--- config.mk ---
export PLATFORM = sky130hd
export DESIGN_NAME = mem_bus_arbiter
export DESIGN_NICKNAME = d
export VERILOG_FILES = /design/src/rtl/mem_bus_arbiter.sv
export SDC_FILE = /design/constraint.sdc
export NUM_CORES = 1
export LEC_CHECK = 0
export CORE_MARGIN = 2
export CORE_UTILIZATION = 50
export CTS_BUF_LIST = sky130_fd_sc_hd__clkbuf_16
export DETAILED_ROUTE_END_ITERATION = 8
export PLACE_DENSITY = 0.85
export REMOVE_ABC_BUFFERS = 1
export SLEW_MARGIN = 20
export SYNTH_ARGS = -nofsm -noshare
export SYNTH_HDL_FRONTEND = slang
export SYNTH_SLANG_ARGS = --single-unit
--- constraint.sdc ---
create_clock -name clk -period 3.03 [get_ports clk]
set_input_delay 0.606 -clock clk [delete_from_list [all_inputs] [get_ports clk]]
set_output_delay 0.606 -clock clk [all_outputs]
set_load 0.05 [all_outputs]
--- src/rtl/mem_bus_arbiter.sv ---
// Arbitrates one 8-bit memory port between an opcode fetcher and a data requester,
// with anti-starvation for fetches and a per-transaction timeout.
module mem_bus_arbiter #(
    parameter int TIMEOUT    = 15,
    parameter int STARVE_MAX = 2
) (
    input  logic       clk,
    input  logic       rst_n,
    input  logic       fetch_req,
    input  logic [7:0] fetch_addr,
    output logic       fetch_gnt,
    output logic       fetch_done,
    output logic [7:0] fetch_data,
    input  logic       data_req,
    input  logic       data_we,
    input  logic [7:0] data_addr,
    input  logic [7:0] data_wdata,
    output logic       data_gnt,
    output logic       data_done,
    output logic [7:0] data_rdata,
    output logic       mem_en,
    output logic       mem_we,
    output logic [7:0] mem_addr,
    output logic [7:0] mem_wdata,
    input  logic [7:0] mem_rdata,
    input  logic       mem_ready,
    output logic       busy,
    output logic       bus_err
);

    typedef enum logic [1:0] {IDLE, FETCH, DATA} state_t;

    localparam logic [7:0] TMO_LAST   = 8'(TIMEOUT - 1);
    localparam logic [7:0] STARVE_LIM = 8'(STARVE_MAX);

    state_t     state, state_nxt;
    logic [7:0] tmo_cnt;
    logic [7:0] starve_cnt;
    logic       gnt_f, gnt_d, fin, tmo;

    assign mem_en = (state != IDLE);
    assign busy   = (state != IDLE);

    // NOTE: non-blocking assignments in clocked blocks so every register samples pre-edge values.
    always_ff @(posedge clk or negedge rst_n) begin
        if (!rst_n) state <= IDLE;
        else        state <= state_nxt;
    end

    // NOTE: every output of this block gets a default first, so no path can infer a latch.
    always_comb begin
        state_nxt = state;
        gnt_f     = 1'b0;
        gnt_d     = 1'b0;
        fin       = 1'b0;
        tmo       = 1'b0;
        case (state)
            IDLE: begin
                // Data has priority until fetch has been passed over STARVE_MAX times.
                if (data_req && (!fetch_req || starve_cnt != STARVE_LIM)) begin
                    gnt_d     = 1'b1;
                    state_nxt = DATA;
                end else if (fetch_req) begin
                    gnt_f     = 1'b1;
                    state_nxt = FETCH;
                end
            end
            FETCH, DATA: begin
                if (mem_ready) begin
                    fin       = 1'b1;
                    state_nxt = IDLE;
                end else if (tmo_cnt == TMO_LAST) begin
                    fin       = 1'b1;
                    tmo       = 1'b1;
                    state_nxt = IDLE;
                end
            end
            default: state_nxt = IDLE;
        endcase
    end

    always_ff @(posedge clk or negedge rst_n) begin
        if (!rst_n) begin
            fetch_gnt  <= 1'b0;
            fetch_done <= 1'b0;
            fetch_data <= 8'h00;
            data_gnt   <= 1'b0;
            data_done  <= 1'b0;
            data_rdata <= 8'h00;
            mem_we     <= 1'b0;
            mem_addr   <= 8'h00;
            mem_wdata  <= 8'h00;
            bus_err    <= 1'b0;
            tmo_cnt    <= 8'h00;
            starve_cnt <= 8'h00;
        end else begin
            fetch_gnt  <= gnt_f;
            data_gnt   <= gnt_d;
            fetch_done <= fin && (state == FETCH);
            data_done  <= fin && (state == DATA);
            bus_err    <= tmo;

            if (gnt_f) begin
                mem_addr  <= fetch_addr;
                mem_we    <= 1'b0;
                mem_wdata <= 8'h00;
            end else if (gnt_d) begin
                mem_addr  <= data_addr;
                mem_we    <= data_we;
                mem_wdata <= data_wdata;
            end

            if (gnt_f || gnt_d)
                tmo_cnt <= 8'h00;
            else if (state != IDLE && !mem_ready)
                tmo_cnt <= tmo_cnt + 8'd1;

            if (gnt_f)
                starve_cnt <= 8'h00;
            else if (gnt_d && fetch_req && starve_cnt != STARVE_LIM)
                starve_cnt <= starve_cnt + 8'd1;

            if (fin && state == FETCH)
                fetch_data <= tmo ? 8'hFF : mem_rdata;
            // Normal write completions leave the read-data register untouched.
            if (fin && state == DATA && (tmo || !mem_we))
                data_rdata <= tmo ? 8'hFF : mem_rdata;
        end
    end

endmodule

Yosys cells after proc, flatten, opt, wreduce, memory -nomap -nowiden
Index checks and enable logic that the tools add are counted.
{ "classes": {"n_reduce_logical": 20, "addsub": 2, "n_eq_ne": 6, "mux": 26} }
{ "ops": {"columns": ["cell", "n"], "rows": [
  ["$mux 8", 9],
  ["$add 8x1->8 const B", 2],
  ["$mux 1", 12],
  ["$eq 8x4->1 const B", 1],
  ["$mux 2", 4],
  ["$ne 8x2->1 const B", 1],
  ["$reduce_bool 2->1", 4],
  ["$logic_and 1x1->1", 7],
  ["$ne 3x3->1 const B", 2],
  ["$pmux 2 s2", 1],
  ["$logic_not 1->1", 3],
  ["$logic_or 1x1->1", 3],
  ["$eq 2x1->1 const B", 1],
  ["$eq 2x2->1 const B", 1],
  ["$logic_not 2->1", 1],
  ["$reduce_and 2->1", 1],
  ["$reduce_or 2->1", 1]
]} }
{ "word_totals": {"in_bits": 38, "reg_bits": 56, "wordCells": 67, "out_inout_bits": 40} }

Logic depth before layout (Yosys ltp)
{ "depth": {"word_depth": 9, "mapped_depth": 7, "ltp_nobuf": 6} }

Least setup slack after synthesis
No wires, ideal clock.
{ "synth_path": {"path_kind": "reg-to-output", "start": "reg state[0]", "end": "out mem_en", "path_buffers": 1, "required_ps": 2424, "path_stages_with_launch": 5, "path_slack_ps": 1049, "t_arrival_ps": 1375, "cell_sequence": "dfrtp_1 -> inv_1 -> ha_1 -> inv_1 -> buf_4"} }
{ "synth_between": {"elab_chain_cells": 1} }
{ "synth_rtl": {"columns": ["item", "line_no", "source"], "rows": [
  ["start, declared", "36", "state_t state, state_nxt;"],
  ["start signal, assigned", "47", "else state <= state_nxt;"],
  ["$reduce_bool 2->1", null, null],
  ["end, declared", "21", "output logic mem_en,"]
]} }
No other way between the ends.

Worst setup path in the final report
{ "layout_path": {"start": "reg state[0]", "end": "out busy"} }
{ "layout_between": {"elab_chain_cells": 1} }
{ "layout_rtl": {"columns": ["item", "line_no", "source"], "rows": [
  ["$reduce_bool 2->1", "42", "assign busy = (state != IDLE);"],
  ["end, declared", "27", "output logic busy,"]
]} }
No other way between the ends.

==> reports/qor.yml <==
status:
  status: "complete, no violations"
global_route:
  grt_pass1_wl_um: 9611
  track_usage: 0.2288
  grt_start_max_net_pins: 22
  antenna_found_initial: 0
  grt-ovfl-total: 0
  grt_pass1_vias: 1978
critical_path:
  path_class: "reg2out"
  rr_worst_depth: 4
  reg2reg_slack_ns: 0.87
  timing.rr.end: "mem_addr[0]$_DFFE_PN0P_"
  cp_max_fo: 7
  start_kind: "flop"
  r2r_start: "starve_cnt[3]$_DFFE_PN0P_"
  crit_arrival_ns: 2.12
  end_kind: "primary output"
  worstPathRequired_ns: 2.42
detailed_routing:
  ant_nets: 0
  first_pass_iters: 4
  routed_wl_um: 5885
  first_iter_violations: 92
  wl_per_cell_um: 16.30
  vias_per_cell: 5.593
  dr_total_vias: 2019
  drcViolationCount: 0
sta:
  tightest_slew_ns: 0.5420
  skew_ns: 0.006860
  fin_tns_setup_ns: 0
  fmax_mhz: 366.2
  rsz0062_at_grt: "no"
  hold_violations: 0
  slew_headroom: 0.6374
  period_needed_ns: 2.731
  setup_viol: 0
  report.final.slew_viol_count: 0
  finalCritPeriodShare: 0.9013
placed_design:
  gp_congestion: 0.8674
  placed_cells: 353
  dp_hpwl_um: 4294
  placed_area_um2: 3341
  io_buffers: 77
power:
  p_per_area_nw_per_um2: 1160
  irDropWorstVdd_v: 0.0006599
  p_total_mw: 4.075
  power.leakage_nw: 1.471
clock_tree:
  postCtsSetupRepairBufs: 0
  cts_resized: 0
  cts_buffer_depth: 2
  cts.sinks: 56
  cts_tree: "yes"
  ctsHoldBuffers: 0
  numCtsBuffers: 5
  clock_latency_ns: 0.30
  clk_pin_slew_worst_paths_ns: 0.07
  htreeDepth: 2
  cts_root_buffer: "clkbuf_16"
cells_and_area:
  num-nets-final: 338
  area_delta_synth_final_pct: 39.65
  drive_above_1_share: 0.07483
  final_cells: 361
  n_fill_cell: 340
  stdcell_area_um2: 3512
  final_core_util: 0.7339
  antenna_cells: 0
floorplanning:
  die_area_um2: 5613
  rows: 25
  start_util: 0.5255
  core_area_um2: 4786
  die_w_um: 74.92
  io_pins: 78
  die_y_um: 74.92
synth:
  ys_dominant_reg_cell: "dfrtp_1"
  synth_edf_count: 0
  ys_seq_elements: 56
  ys_seq_area_frac: 0.5572
  synthTopCellsByArea: "dfrtp_1 56%, ha_1 3.5%, a221o_1 3.2%, a22o_1 3.1%, nand4b_1 3.1%"
  synth_top_area_cell: "dfrtp_1"
  post-synth-top-count-cell: "dfrtp_1"
  netlist_area_um2: 2515
  ys_warn_count: 0
  ys_async_sr_fraction: 1.000
  synth.avg_cell_area_um2: 11.75
  synth_cells: 214
  synth.top_cells.by_count: "56 x dfrtp_1, 14 x nand2_1, 13 x nor2_1"
  synth_top_cell_area_share: 0.5572
  ys_types: 43
job:
  maxCapViolCount: 0
hold_path:
  hold_class: "in2async"
-- metal layers --
metal / vias up / share of wire / GRT usage
met5: - / 0 / 0
met4: 0 / 0.014 / 0.06944
met3: 10 / 0.063 / 0.06560
met2: 66 / 0.50 / 0.3752
met1: 988 / 0.42 / 0.2966
li1: 955 / - / -
-- how the worst max path moves through the flow --
stage / startpoint / endpoint / slack (ns) / depth (start not counted)
3_5_place_dp: fetch_req / mem_addr[1]$_DFFE_PN0P_ / 0.47 / 5
3_3_place_gp: fetch_req / mem_addr[2]$_DFFE_PN0P_ / 0.56 / 5
5_1_grt: state[0]$_DFFE_PN0P_ / busy / 0.21 / 4
2_1_floorplan: state[0]$_DFFE_PN0P_ / tmo_cnt[7]$_DFFE_PN0P_ / 0.73 / 6
4_1_cts: state[0]$_DFFE_PN0P_ / busy / 0.30 / 4
6_report: state[0]$_DFFE_PN0P_ / busy / 0.30 / 4
-- report_power, final --
group	leakage, nW	switching [mW]	internal, mW
Combinational	0.689	1.39	0.767
Sequential	0.696	0.217	1.04
Clock	0.0857	0.267	0.394
Total	1.47	1.87	2.20
-- logic make-up after synthesis --
kind of cell,synth area share
AO/OA/AOI/OAI,0.1925
XOR/XNOR,0.02090
adder cells (fa/ha/maj),0.03482
buffers and inverters,0.03333
flip-flops,0.5572
AND/OR/NAND/NOR,0.1612
-- layout make-up --
class	count	area [µm²]	area share
clock buffers	5	125.1	0.03563
clock inverters	3	46.29	0.01318
inverters	8	30.03	0.008550
multi-input cells	141	1030	0.2932
flip-flops and latches	56	1401	0.3990
well taps	67	83.83	0.02387
repair buffers	81	795.8	0.2266
-- worst max-delay path, cell delays in order (launching register included) --
cell and delay [ns]:
dfrtp_1 0.38, inv_1 0.07, ha_1 0.29, inv_1 0.24, clkdlybuf4s50_1 0.85
-- layout by cell type (no fill, tap or decap), types with 2 or more instances in the layout --
cell	netlist	final
clkdlybuf4s50_1	0	76
dfrtp_1	56	56
nand2_1	14	14
nor2_1	13	13
nand4b_1	9	9
and2_1	9	9
a22o_1	9	9
inv_1	8	8
o22a_1	8	8
a221o_1	8	8
o21a_1	8	8
ha_1	7	7
a21oi_1	6	6
o21ai_0	5	5
nand4_1	5	5
nand3_1	5	5
xor2_1	5	5
clkbuf_16	0	5
buf_4	1	4
or4_1	3	3
nor2_4	2	2
or3_1	2	2
or2_2	2	2
o22ai_1	2	2
a21o_1	2	2
o311ai_0	2	2
-- flip-flops by register name, indices dropped and copies added (netlist names), 2 cells and up --
name / cells
data_rdata: 8
starve_cnt: 8
mem_wdata: 8
state: 2
tmo_cnt: 8
mem_addr: 8
fetch_data: 8
-- through the flow --
step           hold WS (ns)  worst slack, ns
3_3_place_gp         0.4683           0.5582
5_1_grt              0.2412           0.2126
3_5_place_dp         0.4765           0.4682
4_1_cts              0.2302           0.3040
6_report             0.2205           0.2992
2_1_floorplan        0.3104           0.7326
Note: power is estimated with default switching activity, not from simulation.
